File: config.mk
export PLATFORM = sky130hd
export DESIGN_NAME = seq_mult_hs
export DESIGN_NICKNAME = d
export VERILOG_FILES = /design/src/rtl/mult_pkg.sv /design/src/rtl/mult_abs_sign.sv /design/src/rtl/seq_mult_hs.sv
export SDC_FILE = /design/constraint.sdc
export NUM_CORES = 1
export LEC_CHECK = 0
export CAP_MARGIN = 20
export CORE_MARGIN = 4
export CORE_UTILIZATION = 40
export DETAILED_ROUTE_END_ITERATION = 16
export GPL_ROUTABILITY_DRIVEN = 0
export HOLD_SLACK_MARGIN = 0.1
export PLACE_DENSITY = 0.57
export RECOVER_POWER = 25
export SYNTH_ARGS = -nofsm -noshare
export SYNTH_HDL_FRONTEND = slang
export SYNTH_HIERARCHICAL = 1
export SYNTH_SLANG_ARGS = --single-unit
export TNS_END_PERCENT = 50
File: constraint.sdc
create_clock -name clk -period 6.4 [get_ports clk]
set_input_delay 1.28 -clock clk [delete_from_list [all_inputs] [get_ports clk]]
set_output_delay 1.28 -clock clk [all_outputs]
set_load 0.01 [all_outputs]
File: src/rtl/mult_pkg.sv
// Shared types and elaboration-time helpers for the sequential shift-add multiplier.
package mult_pkg;

    typedef enum logic [1:0] {
        IDLE  = 2'd0,
        RUN   = 2'd1,
        FIXUP = 2'd2,
        DONE  = 2'd3
    } state_t;

    localparam int DEFAULT_WIDTH = 16;
    localparam int PROD_W        = 2 * DEFAULT_WIDTH;

    function automatic int prod_width(input int width);
        return 2 * width;
    endfunction

    // Bits needed to count 0..value-1; never less than one bit.
    function automatic int clog2(input int value);
        int bits;
        bits = 0;
        while ((1 << bits) < value) begin
            bits = bits + 1;
        end
        if (bits == 0) begin
            bits = 1;
        end
        return bits;
    endfunction

endpackage

File: src/rtl/mult_abs_sign.sv
// Splits an operand into an unsigned magnitude and a sign flag; -2^(WIDTH-1) maps to 2^(WIDTH-1).
module mult_abs_sign
    import mult_pkg::*;
#(
    parameter int WIDTH = 16
) (
    input  logic [WIDTH-1:0] operand,
    input  logic             signed_mode,
    output logic [WIDTH-1:0] mag,
    output logic             sign
);

    assign sign = signed_mode & operand[WIDTH-1];
    assign mag  = sign ? (~operand + {{(WIDTH-1){1'b0}}, 1'b1}) : operand;

endmodule

File: src/rtl/seq_mult_hs.sv
// Iterative shift-add multiplier with valid/ready handshake on both sides, one add per clock.
module seq_mult_hs
    import mult_pkg::*;
#(
    parameter int WIDTH = 16
) (
    input  logic                  clk,
    input  logic                  rst,
    input  logic                  in_valid,
    output logic                  in_ready,
    input  logic [WIDTH-1:0]      a,
    input  logic [WIDTH-1:0]      b,
    input  logic                  signed_mode,
    output logic                  out_valid,
    input  logic                  out_ready,
    output logic [2*WIDTH-1:0]    c,
    output logic                  busy
);

    localparam int PW = prod_width(WIDTH);
    localparam int CW = clog2(WIDTH);
    localparam logic [CW-1:0] LAST_CNT = CW'(WIDTH - 1);

    state_t            state;
    logic [WIDTH-1:0]  mcand;
    logic [WIDTH-1:0]  mplr;
    logic [PW:0]       acc;
    logic [CW-1:0]     cnt;
    logic              neg;

    logic [WIDTH-1:0]  a_mag;
    logic [WIDTH-1:0]  b_mag;
    logic              a_sign;
    logic              b_sign;
    logic [WIDTH:0]    upper_sum;
    logic              accept;

    mult_abs_sign #(.WIDTH(WIDTH)) u_abs_a (
        .operand     (a),
        .signed_mode (signed_mode),
        .mag         (a_mag),
        .sign        (a_sign)
    );

    mult_abs_sign #(.WIDTH(WIDTH)) u_abs_b (
        .operand     (b),
        .signed_mode (signed_mode),
        .mag         (b_mag),
        .sign        (b_sign)
    );

    assign in_ready  = (state == IDLE) | ((state == DONE) & out_ready);
    assign accept    = in_valid & in_ready;
    assign out_valid = (state == DONE);
    assign busy      = (state == RUN) | (state == FIXUP);

    // The upper half is one bit wider than an operand so the add never overflows before the shift.
    assign upper_sum = acc[PW:WIDTH] + (mplr[0] ? {1'b0, mcand} : {(WIDTH+1){1'b0}});

    always_ff @(posedge clk) begin
        if (rst) begin
            state <= IDLE;
            mcand <= '0;
            mplr  <= '0;
            acc   <= '0;
            cnt   <= '0;
            neg   <= 1'b0;
            c     <= '0;
        end else begin
            case (state)
                IDLE: begin
                    if (accept) begin
                        state <= RUN;
                    end
                end
                RUN: begin
                    acc  <= {1'b0, upper_sum, acc[WIDTH-1:1]};
                    mplr <= mplr >> 1;
                    if (cnt == LAST_CNT) begin
                        cnt   <= '0;
                        state <= FIXUP;
                    end else begin
                        cnt <= cnt + 1'b1;
                    end
                end
                FIXUP: begin
                    c     <= neg ? (~acc[PW-1:0] + {{(PW-1){1'b0}}, 1'b1}) : acc[PW-1:0];
                    state <= DONE;
                end
                DONE: begin
                    if (out_ready) begin
                        state <= in_valid ? RUN : IDLE;
                    end
                end
                default: state <= IDLE;
            endcase

            // Operand capture is shared by the IDLE start and the DONE back-to-back handoff.
            if (accept) begin
                mcand <= a_mag;
                mplr  <= b_mag;
                neg   <= a_sign ^ b_sign;
                acc   <= '0;
                cnt   <= '0;
            end
        end
    end

endmodule

# Yosys cells after proc, flatten, opt, wreduce, memory -nomap -nowiden
# Index checks and enable logic that the tools add are counted.
[word_totals] mem_bits_rw=0 latch_bits=0 mem_count=0 mem_bits_ro=0 reg_bits=103 in_bits=37
[op_classes] n_lt_le_gt_ge=0 n_div=0 n_mux=12 shift=0 bitwise_logic=10 eq_ne=7 addsub=5 reduce_logical=4 n_mul=0
[op_table] cell="$mux 16" count=5
[op_table] cell="$add 16x1->16 const B" count=2
[op_table] cell="$add 32x1->32 const B" count=1
[op_table] cell="$mux 32" count=1
[op_table] cell="$not 16->16" count=2
[op_table] cell="$not 32->32" count=1
[op_table] cell="$add 16x16->17" count=1
[op_table] cell="$pmux 2 s4" count=1
[op_table] cell="$mux 2" count=3
[op_table] cell="$add 4x1->4 const B" count=1
[op_table] cell="$and 1x1->1" count=4
[op_table] cell="$eq 2x2->1 const B" count=2
[op_table] cell="$eq 4x4->1 const B" count=1
[op_table] cell="$mux 4" count=1
[op_table] cell="$ne 2x1->1 const B" count=2
[op_table] cell="$reduce_and 3->1" count=1
[op_table] cell="$eq 2x1->1 const B" count=1
[op_table] cell="$logic_not 2->1" count=1
[op_table] cell="$ne 2x2->1 const B" count=1
[op_table] cell="$or 1x1->1" count=2
[op_table] cell="$reduce_bool 2->1" count=1
[op_table] cell="$reduce_or 2->1" count=1
[op_table] cell="$mux 1" count=1
[op_table] cell="$xor 1x1->1" count=1

# Depth between registers and ports, before layout
# Gate-level depths: netlist of the first run.
[depth] word_depth=6 depth_mapped=10

# Modules after synthesis
# The synthesis of the first run kept the hierarchy.
[by_module_without_submodules] module="seq_mult_hs" n_inst=1 seq_area_each_um2=2062.0 cells_each=621 area_each_um2=5371.4
[by_module_without_submodules] module="mult_abs_sign" n_inst=2 seq_area_each_um2=0.0 cells_each=53 area_each_um2=357.8

# Worst setup path after synthesis of the first run
# OpenSTA, ideal clock, no wires.
[synth_path] path_type="input -> output" start="input out_ready" end="output in_ready" arrival_ps=1480 t_required_ps=5120 cell_stages=1 path_slack_ps=3640 cell_sequence="a21o_1"
[synth_between] elab_chain_len=2
[synth_rtl] element="start: declaration" line="seq_mult_hs.sv:15" source="input logic out_ready,"
[synth_rtl] element="$and 1x1->1" line="seq_mult_hs.sv:52" source="assign in_ready = (state == IDLE) | ((state == DONE) & out_ready);"
[synth_rtl] element="$or 1x1->1" line="seq_mult_hs.sv:52"
[synth_rtl] element="end: declaration" line="seq_mult_hs.sv:10" source="output logic in_ready,"
# No other way between the ends.

# Worst setup path in the final report of the first run
# Same ends and word-level chain as after synthesis.

==> results.tsv, run 1 <==
metric	value	unit
outcome	finished, violations left	
failing checks	capacitance limit, slew limit	
sink of the worst hold path	mcand[4]	
DRT Pass-1 Iters	4	
CP arrival	2440	ps
postcts setup bufs	0	
Yosys cell types	54	
Final Setup Violations	0	
Yosys top cell area share	0.339	
Relative slew margins	-0.471	
Sw Ratio	0.367	
R2R depth	6	
Antenna diodes	0	
worst path required time	5120	ps
Seq pwr share	0.375	
# rows	44	
DR iter-0 viols	211	
most frequent cells in the layout	nor2_1 (103), dfxtp_1 (103), nand2_1 (65), clkdlybuf4s50_1 (56), a211oi_1 (49)	
CP Capture Type	primary output	
Slew Viols, Final	51	
fillers	1470	
Main synth FF type	dfxtp_1	
Num CTS Buffers	9	
Final Hold Fails	0	
die area	17300	um^2
clk_lat worst skew	340	ps
FF-to-FF setup slack	3600	ps
worst reg2reg startpoint	acc[7]	
Overflow after GRT	0	
CP Class	primary input to primary output	
final period utilization	0.581	
DP Wirelength	10100	um
nature of the critical path startpoint	primary input	
synth top area cells	dfxtp_1 (34%), mux2i_1 (7.7%), nor2_1 (6.4%)	
dominant cell type by area after synthesis	dfxtp_1	
FFs w/ async S/R, synth	0	
Slew @ Worst Pin	2210	ps
Max rail drop VDD	0.137	mV
Synth Register Bits	103	
Clock Skew	7.80	ps
PortBufs	71	
H-tree levels	3	
vias per cell	5.35	
Clock Power Share	0.218	
Net Switching	0.000868	W
synthesized area	6090	um^2
logic gate share of total power	0.407	
first-pass GRT wire length	23400	um
Max Clk Rate	0.269	GHz
Cell Pwr Density	330	nW/um^2
Hold Crit Class	flip-flop to flip-flop	
area grow syn2layout	17.7	%
Setup TNS Final	0	ps
core area	14700	um^2
fraction of layout cells with a size suffix above 1	0.0504	
Final WS setup	2680	ps
gr usage total	0.159	
Max-Cap Viols	1	
die width	131	um
CTS Root Cell	clkbuf_16	
Routed Antenna Nets	0	
Avg Cell Area, Syn	8.37	um^2
Die H	131	um
starting density of the core	0.414	
CTS clk-pin slew, worst paths	70	ps
DP Worst Slack	2680	ps
hold depth	2	
# nets final	832	
Hold-fix buffers, CTS	0	
Avg WL per Cell	14.2	um
R2R Path End	c[22]	
vias	5122	
Gates resized, CTS repair	0	
TritonCTS clock tree	built	
pin count of the biggest net entering global routing	61	
design area	7170	um^2
vias in the first global route	4931	
LEAKAGE	2.66	nW
sequential-to-total area share from yosys stat	0.339	
Placed Instance Area	6870	um^2
Cell Int Power	0.00149	W
number of synthesized flops with an enable pin	0	
RSZ-0062 raised after global routing	no	
Post-Syn Nets	790	
min cycle time layout	3720	ps
I/O pin count	72	
Longest Clk Path Bufs	2	
Synth Warn #	6	
clock sinks	103	
Post-Route WL	13600	um
critical path peak fanout	3	
gate count of the mapped netlist	727	
Worst Hold Launch	mcand[4]	
initial antenna violation count	0	
DRC	0	
## worst max-delay path by stage
| stage | depth (start not counted) | startpoint | endpoint | slack (ps) |
|---|---|---|---|---|
| after floorplan | 1 | out_ready | in_ready | 3640 |
| after global placement | 3 | out_ready | in_ready | 2680 |
| after detailed placement | 3 | out_ready | in_ready | 2680 |
| after CTS | 3 | out_ready | in_ready | 2670 |
| after global routing | 3 | rst | c[21] | 2490 |
| final | 3 | out_ready | in_ready | 2680 |
## synthesized netlist by cell type, types with 4 or more instances
cell and n:
or3_1 10, or4_1 4, dfxtp_1 103, xor2_1 38
or2_2 5, or4_4 8, nand4_1 4, a31oi_1 6
and2_1 18, xnor2_1 26, inv_1 17, nor2_1 103
clkbuf_1 36, a211oi_1 49, nand2b_1 8, o21ai_0 19
ha_1 25, nand2_1 65, a21oi_1 41, o31ai_1 14
o41ai_1 9, nand3_1 7, buf_1 6, o211ai_1 6
nor4_1 6, mux2i_1 47, o221ai_1 4
## critical path, stage by stage
cell	delay (ps)
clkdlybuf4s50_1	470
a21o_1	140
clkdlybuf4s50_1	540
## through the flow
stage	hold WS, ps	instances	power (W)	utilization
global placement	443	941	0.00185	0.468
floorplan	432	727	0.00156	-
CTS	452	957	0.00239	0.486
finish	449	958	0.00236	0.487
global route	471	958	0.00253	0.487
detailed placement	443	941	0.00187	0.468
## state kept, by name (all words and copies together), names as in the netlist
signal / cells
acc: 32
c: 32
mcand: 16
mplr: 16
cnt: 4
state: 2
neg: 1
## power by group through the flow
stage | sequential [W] | clock (W) | combinational (W)
floorplan | 0.000893 | 0 | 0.000665
global placement | 0.000896 | 0 | 0.000957
detailed placement | 0.000903 | 0 | 0.000971
CTS | 0.000889 | 0.000530 | 0.000975
global route | 0.000908 | 0.000557 | 0.00107
finish | 0.000885 | 0.000514 | 0.000962
## metal layers
layer  up-vias  routed length (um)  global-route usage
met3         6                 421              0.0344
met4         0                 110              0.0414
met2        90                6340               0.264
met1      2332                6730               0.210
met5         -                   0                   0
li1       2694                   -                   -
## final cells by class
cell class	instances	area (um^2)	share of cell area
clock buffers	11	233	0.0325
clock inverters	5	43.8	0.00611
inverters	19	71.3	0.00995
multi-input cells	560	3770	0.527
flip-flops and latches	103	2060	0.288
well taps	184	230	0.0321
repair buffers	76	751	0.105
## kinds of logic (layout without fill, tap and decap cells)
| family | Yosys count | after routing | share of synthesized area |
|---|---|---|---|
| XOR/XNOR | 64 | 64 | 0.0921 |
| AO/OA/AOI/OAI | 173 | 173 | 0.199 |
| multiplexers | 47 | 47 | 0.0773 |
| AND/OR/NAND/NOR | 250 | 250 | 0.196 |
| adder cells (fa/ha/maj) | 26 | 26 | 0.0547 |
| flip-flops | 103 | 103 | 0.339 |
| buffers and inverters | 64 | 111 | 0.0419 |
Power figures use the tool's default switching activity.
==> run 2: changes to the inputs <==
clock period = 3.9 ns   (was 6.4 ns; I/O delays follow)
==> run 2 against run 1 <==
Against the previous run: the run still ends with capacitance limit, slew limit left; register-to-register slack got worse by 2700 ps; clock skew rose by 2.4 ps; utilization grew 0.085 points; global-route usage up 0.056 points; critical path depth up 2; largest power group unchanged; highest routed layer unchanged.
==> results.tsv, run 2 (synthesized netlist as in run 1, its figures left out) <==
metric	value	unit	change
Max-Cap Viols	1		unchanged
WHS	449	ps	about the same
Cell Int Power	0.00246	W	was 0.00149 W
vias	5164		was 5122
Overflow after GRT	0		unchanged
vias in the first global route	4898		was 4931
Hold Crit Class	flip-flop to flip-flop		unchanged
Num CTS Buffers	9		unchanged
DRT Pass-1 Iters	4		unchanged
fraction of layout cells with a size suffix above 1	0.0528		was 0.0504
final period utilization	0.773		
Final Hold Fails	0		unchanged
Post-Route WL	13700	um	was 13600 um
worst reg2reg startpoint	state[0]		was acc[7]
Avg WL per Cell	14.3	um	was 14.2 um
pin count of the biggest net entering global routing	61		unchanged
H-tree levels	3		unchanged
Slew Viols, Final	53		was 51
DP Wirelength	10300	um	was 10100 um
outcome	finished, violations left		unchanged
Max rail drop VDD	0.335	mV	was 0.137 mV
die width	131	um	unchanged
Final Setup Violations	0		unchanged
fillers	1438		was 1470
TritonCTS clock tree	built		unchanged
area grow syn2layout	17.9	%	was 17.7%
LEAKAGE	2.65	nW	was 2.66 nW
Antenna diodes	0		unchanged
Routed Antenna Nets	0		unchanged
Relative slew margins	-0.458		was -0.471
biggest regs	acc x32, c x32		unchanged
Critical Path Start	state[0]		was out_ready
clk_lat worst skew	350	ps	was 340 ps
Gates resized, CTS repair	0		unchanged
Cell Pwr Density	540	nW/um^2	was 330 nW/um^2
most frequent cells in the layout	nor2_1 (103), dfxtp_1 (103), nand2_1 (65), clkdlybuf4s50_1 (63), a211oi_1 (49)		was nor2_1 (103), dfxtp_1 (103), nand2_1 (65), clkdlybuf4s50_1 (56), a211oi_1 (49)
Die H	131	um	unchanged
logic gate share of total power	0.419		was 0.407
nature of the critical path startpoint	flip-flop		was primary input
die area	17300	um^2	unchanged
Worst Hold Launch	mcand[11]		was mcand[4]
Slew @ Worst Pin	2190	ps	was 2210 ps
RSZ-0062 raised after global routing	no		unchanged
Clock Skew	10.2	ps	was 7.80 ps
min cycle time layout	3010	ps	
Max Clk Rate	0.332	GHz	
core area	14700	um^2	unchanged
DR iter-0 viols	166		was 211
Clock Power Share	0.211		was 0.218
Setup TNS Final	0	ps	unchanged
critical path peak fanout	52		was 3
CP arrival	3270	ps	was 2440 ps
DRC	0		unchanged
PortBufs	71		unchanged
Net Switching	0.00142	W	was 0.000868 W
I/O pin count	72		unchanged
CTS clk-pin slew, worst paths	70	ps	about the same
starting density of the core	0.414		unchanged
vias per cell	5.38		was 5.35
first-pass GRT wire length	23400	um	unchanged
failing checks	capacitance limit, slew limit		unchanged
CTS Root Cell	clkbuf_16		unchanged
CP Class	flip-flop to flip-flop		was primary input to primary output
# rows	44		unchanged
Hold-fix buffers, CTS	0		unchanged
Seq pwr share	0.370		was 0.375
# nets final	836		was 832
gr usage total	0.159		about the same
postcts setup bufs	0		unchanged
Longest Clk Path Bufs	2		unchanged
initial antenna violation count	0		unchanged
worst path required time	4160	ps	was 5120 ps
Sw Ratio	0.366		was 0.367
clock sinks	103		unchanged
CP Capture Type	flip-flop		was primary output
[run 2: final cells by class]
cell class	instances	area, um^2	share of cell area
multi-input combinational	560	3770	0.526
clock inverter	5	35.0	0.00488
tap	184	230	0.0321
timing repair buffer	80	782	0.109
clock buffer	9	225	0.0314
sequential	103	2060	0.287
inverter	19	71.3	0.00994
[run 2: metrics by stage]
stage | instances | power, W | worst slack (ps) | util | cell area, um^2
2_1_floorplan | 727 | 0.00256 | 1410 | - | 6090
3_3_place_gp | 944 | 0.00306 | 1140 | 0.469 | 6900
3_5_place_dp | 944 | 0.00309 | 1140 | 0.469 | 6900
4_1_cts | 958 | 0.00392 | 1180 | 0.487 | 7160
5_1_grt | 960 | 0.00417 | 524 | 0.488 | 7180
6_report | 960 | 0.00388 | 887 | 0.488 | 7180
[run 2: worst paths after layout]
kind	cells past startpoint	slack, ps	endpoint
min	2	450	mcand[11]
max	5	890	c[27]
min reg2reg	2	450	mcand[11]
max reg2reg	5	890	c[27]
[run 2: layer usage]
metal | up-vias | global-route usage | part of all wire
met5 | - | 0 | 0
met1 | 2363 | 0.207 | 0.49
li1 | 2701 | - | -
met4 | 0 | 0.0496 | 0.0068
met3 | 7 | 0.0344 | 0.035
met2 | 93 | 0.266 | 0.47
[run 2: critical path: stages, from the launching register on]
cell      delay [ps]
dfxtp_1          340
inv_1            150
ha_1             340
clkbuf_1        1590
nor2_1           170
a211oi_1         290
[run 2: power by group through the flow]
stage | logic (W) | clock network, W | registers [W]
floorplan | 0.00109 | 0 | 0.00146
global placement | 0.00158 | 0 | 0.00147
detailed placement | 0.00160 | 0 | 0.00149
CTS | 0.00161 | 0.000849 | 0.00146
global route | 0.00180 | 0.000895 | 0.00147
finish | 0.00163 | 0.000818 | 0.00143
==> run 3: changes to the inputs <==
PLACE_DENSITY = 0.6   (was 0.57)
clock period = 2.4 ns   (was 3.9 ns; I/O delays follow)
==> run 3 against run 2 <==
Against the previous run: the flow finishes with violations (setup timing); final cell count increased by 6.4%; worst hold slack improved by 3.5 ps; design area increased by 10%; critical path depth increased by 1; via count increased by 6.0%; clock power increased by 98%; combinational power increased by 72%; sequential share of layout area decreased by 2.6 points; clock-buffer cell count increased by 3; power increased by 74%; utilization increased by 4.9 points; critical path type unchanged; largest cell class unchanged; largest power group unchanged.
==> results.tsv, run 3 (synthesized netlist as in run 1, its figures left out) <==
metric	value	unit	change
outcome	finished, violations left		unchanged
failing checks	setup timing		was capacitance limit, slew limit
initial antenna violation count	0		unchanged
area grow syn2layout	29.8	%	was 17.9%
Die H	131	um	unchanged
Final WS setup	-125	ps	was 887 ps
final period utilization	1.05		was 0.773
Crit path largest cell delay	540	ps	was 1590 ps
Clock Power Share	0.239		was 0.211
most frequent cells in the layout	nor2_1 (101), dfxtp_1 (99), nand2_1 (65), buf_4 (63), a211oi_1 (48)		was nor2_1 (103), dfxtp_1 (103), nand2_1 (65), clkdlybuf4s50_1 (63), a211oi_1 (49)
fillers	1384		was 1438
Cell Int Power	0.00437	W	was 0.00246 W
logic gate share of total power	0.417		was 0.419
Avg WL per Cell	13.9	um	was 14.3 um
die area	17300	um^2	unchanged
Net Switching	0.00239	W	was 0.00142 W
CTS clk-pin slew, worst paths	70	ps	about the same
vias	5474		was 5164
Clock Skew	6.03	ps	was 10.2 ps
Antenna diodes	0		unchanged
nature of the critical path startpoint	flip-flop		unchanged
Worst Hold Launch	mcand[10]		was mcand[11]
Cell Pwr Density	855	nW/um^2	was 540 nW/um^2
Max Clk Rate	0.396	GHz	was 0.332 GHz
most used cell, CP	or4_4		
Routed Antenna Nets	0		unchanged
Critical Path Start	acc[14]		was state[0]
Sw Ratio	0.353		was 0.366
starting density of the core	0.414		unchanged
clk_lat worst skew	350	ps	about the same
# nets final	895		was 836
critical path peak fanout	3		was 52
commonest non-fill, non-tap cell in the layout	nor2_1		
DRC	0		unchanged
crit-path cells	or4_4 > or4_4 > or4_4 > o41ai_4 > xor2_1 > a211oi_2		was inv_1 > ha_1 > clkbuf_1 > nor2_1 > a211oi_1
Longest Clk Path Bufs	2		unchanged
RSZ-0062 raised after global routing	yes		was no
min cycle time layout	2530	ps	was 3010 ps
Max-Cap Viols	0		was 1
vias per cell	5.36		was 5.38
Final Hold Fails	0		unchanged
CP Class	flip-flop to flip-flop		unchanged
Max rail drop VDD	0.409	mV	was 0.335 mV
DP Wirelength	10700	um	was 10300 um
PortBufs	71		unchanged
# rows	44		unchanged
Tot Pwr	0.00675	W	was 0.00388 W
Slew Viols, Final	0		was 53
CP arrival	2750	ps	was 3270 ps
DRT Pass-1 Iters	5		was 4
biggest regs	acc x32, c x32		unchanged
cell family with the largest share of critical-path delay	simple AND/OR/NAND/NOR gates		was buffers and inverters
core area	14700	um^2	unchanged
Hold Crit Class	flip-flop to flip-flop		unchanged
Slew @ Worst Pin	715	ps	was 2190 ps
Buf/Inv on CP	0		was 2
H-tree levels	3		unchanged
TritonCTS clock tree	built		unchanged
Post-Route WL	14200	um	was 13700 um
CTS Root Cell	clkbuf_16		unchanged
worst path required time	2620	ps	was 4160 ps
Slowest-stage cell, CP	or4_4		was clkbuf_1
Hold-fix buffers, CTS	0		unchanged
Final Setup Violations	3		was 0
I/O pin count	72		unchanged
die width	131	um	unchanged
gr usage total	0.161		was 0.159
Overflow after GRT	0		unchanged
worst reg2reg startpoint	acc[14]		was state[0]
Relative slew margins	0.523		was -0.458
Seq pwr share	0.344		was 0.370
DR iter-0 viols	237		was 166
Setup TNS Final	-319	ps	was 0 ps
CP Capture Type	flip-flop		unchanged
pin count of the biggest net entering global routing	61		unchanged
fraction of layout cells with a size suffix above 1	0.159		was 0.0528
Num CTS Buffers	9		unchanged
LEAKAGE	3.09	nW	was 2.65 nW
clock sinks	103		unchanged
first-pass GRT wire length	24100	um	was 23400 um
vias in the first global route	5243		was 4898
-- run 3: cell types whose count changed in the layout (fill, tap and decap cells not counted), sizes merged --
cell / delta
buf: +61
bufinv: +2
clkbuf: +1
clkdlybuf4s50: -21
clkinv: -3
dlygate4sd3: +21
-- run 3: cell type report --
| class | count | area (um^2) | area share |
|---|---|---|---|
| Multi-Input combinational cell | 560 | 3970 | 0.502 |
| Sequential cell | 103 | 2070 | 0.262 |
| Timing Repair Buffer | 139 | 1240 | 0.156 |
| Clock buffer | 12 | 256 | 0.0325 |
| Tap cell | 184 | 230 | 0.0291 |
| Clock inverter | 4 | 76.3 | 0.00966 |
| Inverter | 19 | 71.3 | 0.00902 |
-- run 3: power by group through the flow --
stage | registers (W) | logic [W] | clock network [W]
detailed placement | 0.00236 | 0.00280 | 0
global route | 0.00237 | 0.00312 | 0.00172
CTS | 0.00232 | 0.00283 | 0.00165
finish | 0.00233 | 0.00281 | 0.00162
floorplan | 0.00238 | 0.00177 | 0
global placement | 0.00234 | 0.00277 | 0
-- run 3: path summary, 6_finish.rpt --
check / to / slack, ps / depth (start not counted)
worst max-delay path: c[31] / -130 / 6
worst min-delay path: mcand[10] / 450 / 2
worst max register to register: c[31] / -130 / 6
worst min register to register: mcand[10] / 450 / 2
-- run 3: metrics by stage --
stage	area [um^2]	utilization	hold WS (ps)	setup WS, ps	instances
6_report	7900	0.538	453	-125	1021
5_1_grt	7900	0.538	479	-219	1021
4_1_cts	7710	0.525	454	-107	1018
3_5_place_dp	7340	0.500	445	-152	1002
3_3_place_gp	7340	0.500	440	-89.8	1002
2_1_floorplan	6090	-	432	-88.7	727
-- run 3: repair_timing --
action / CTS / global route
gates resized for setup: 8 / 33
setup endpoints to repair: 9 / 19
pin swaps: 3 / 15
buffers inserted: 0 / 3
-- run 3: worst register-to-register path: cells and delay by family, from the launching register on --
family | cells | cell delay, ps
DFF | 1 | 320
AOI/OAI and AO/OA | 2 | 330
xor gates and xnor gates | 1 | 210
and+or+nand+nor | 3 | 1540
-- run 3: metal layers --
metal,vias to the layer above,global-route usage,share of wire
met5,-,0,0
met3,29,0.0275,0.034
met1,2487,0.211,0.48
met4,0,0.0519,0.018
met2,136,0.272,0.47
li1,2822,-,-
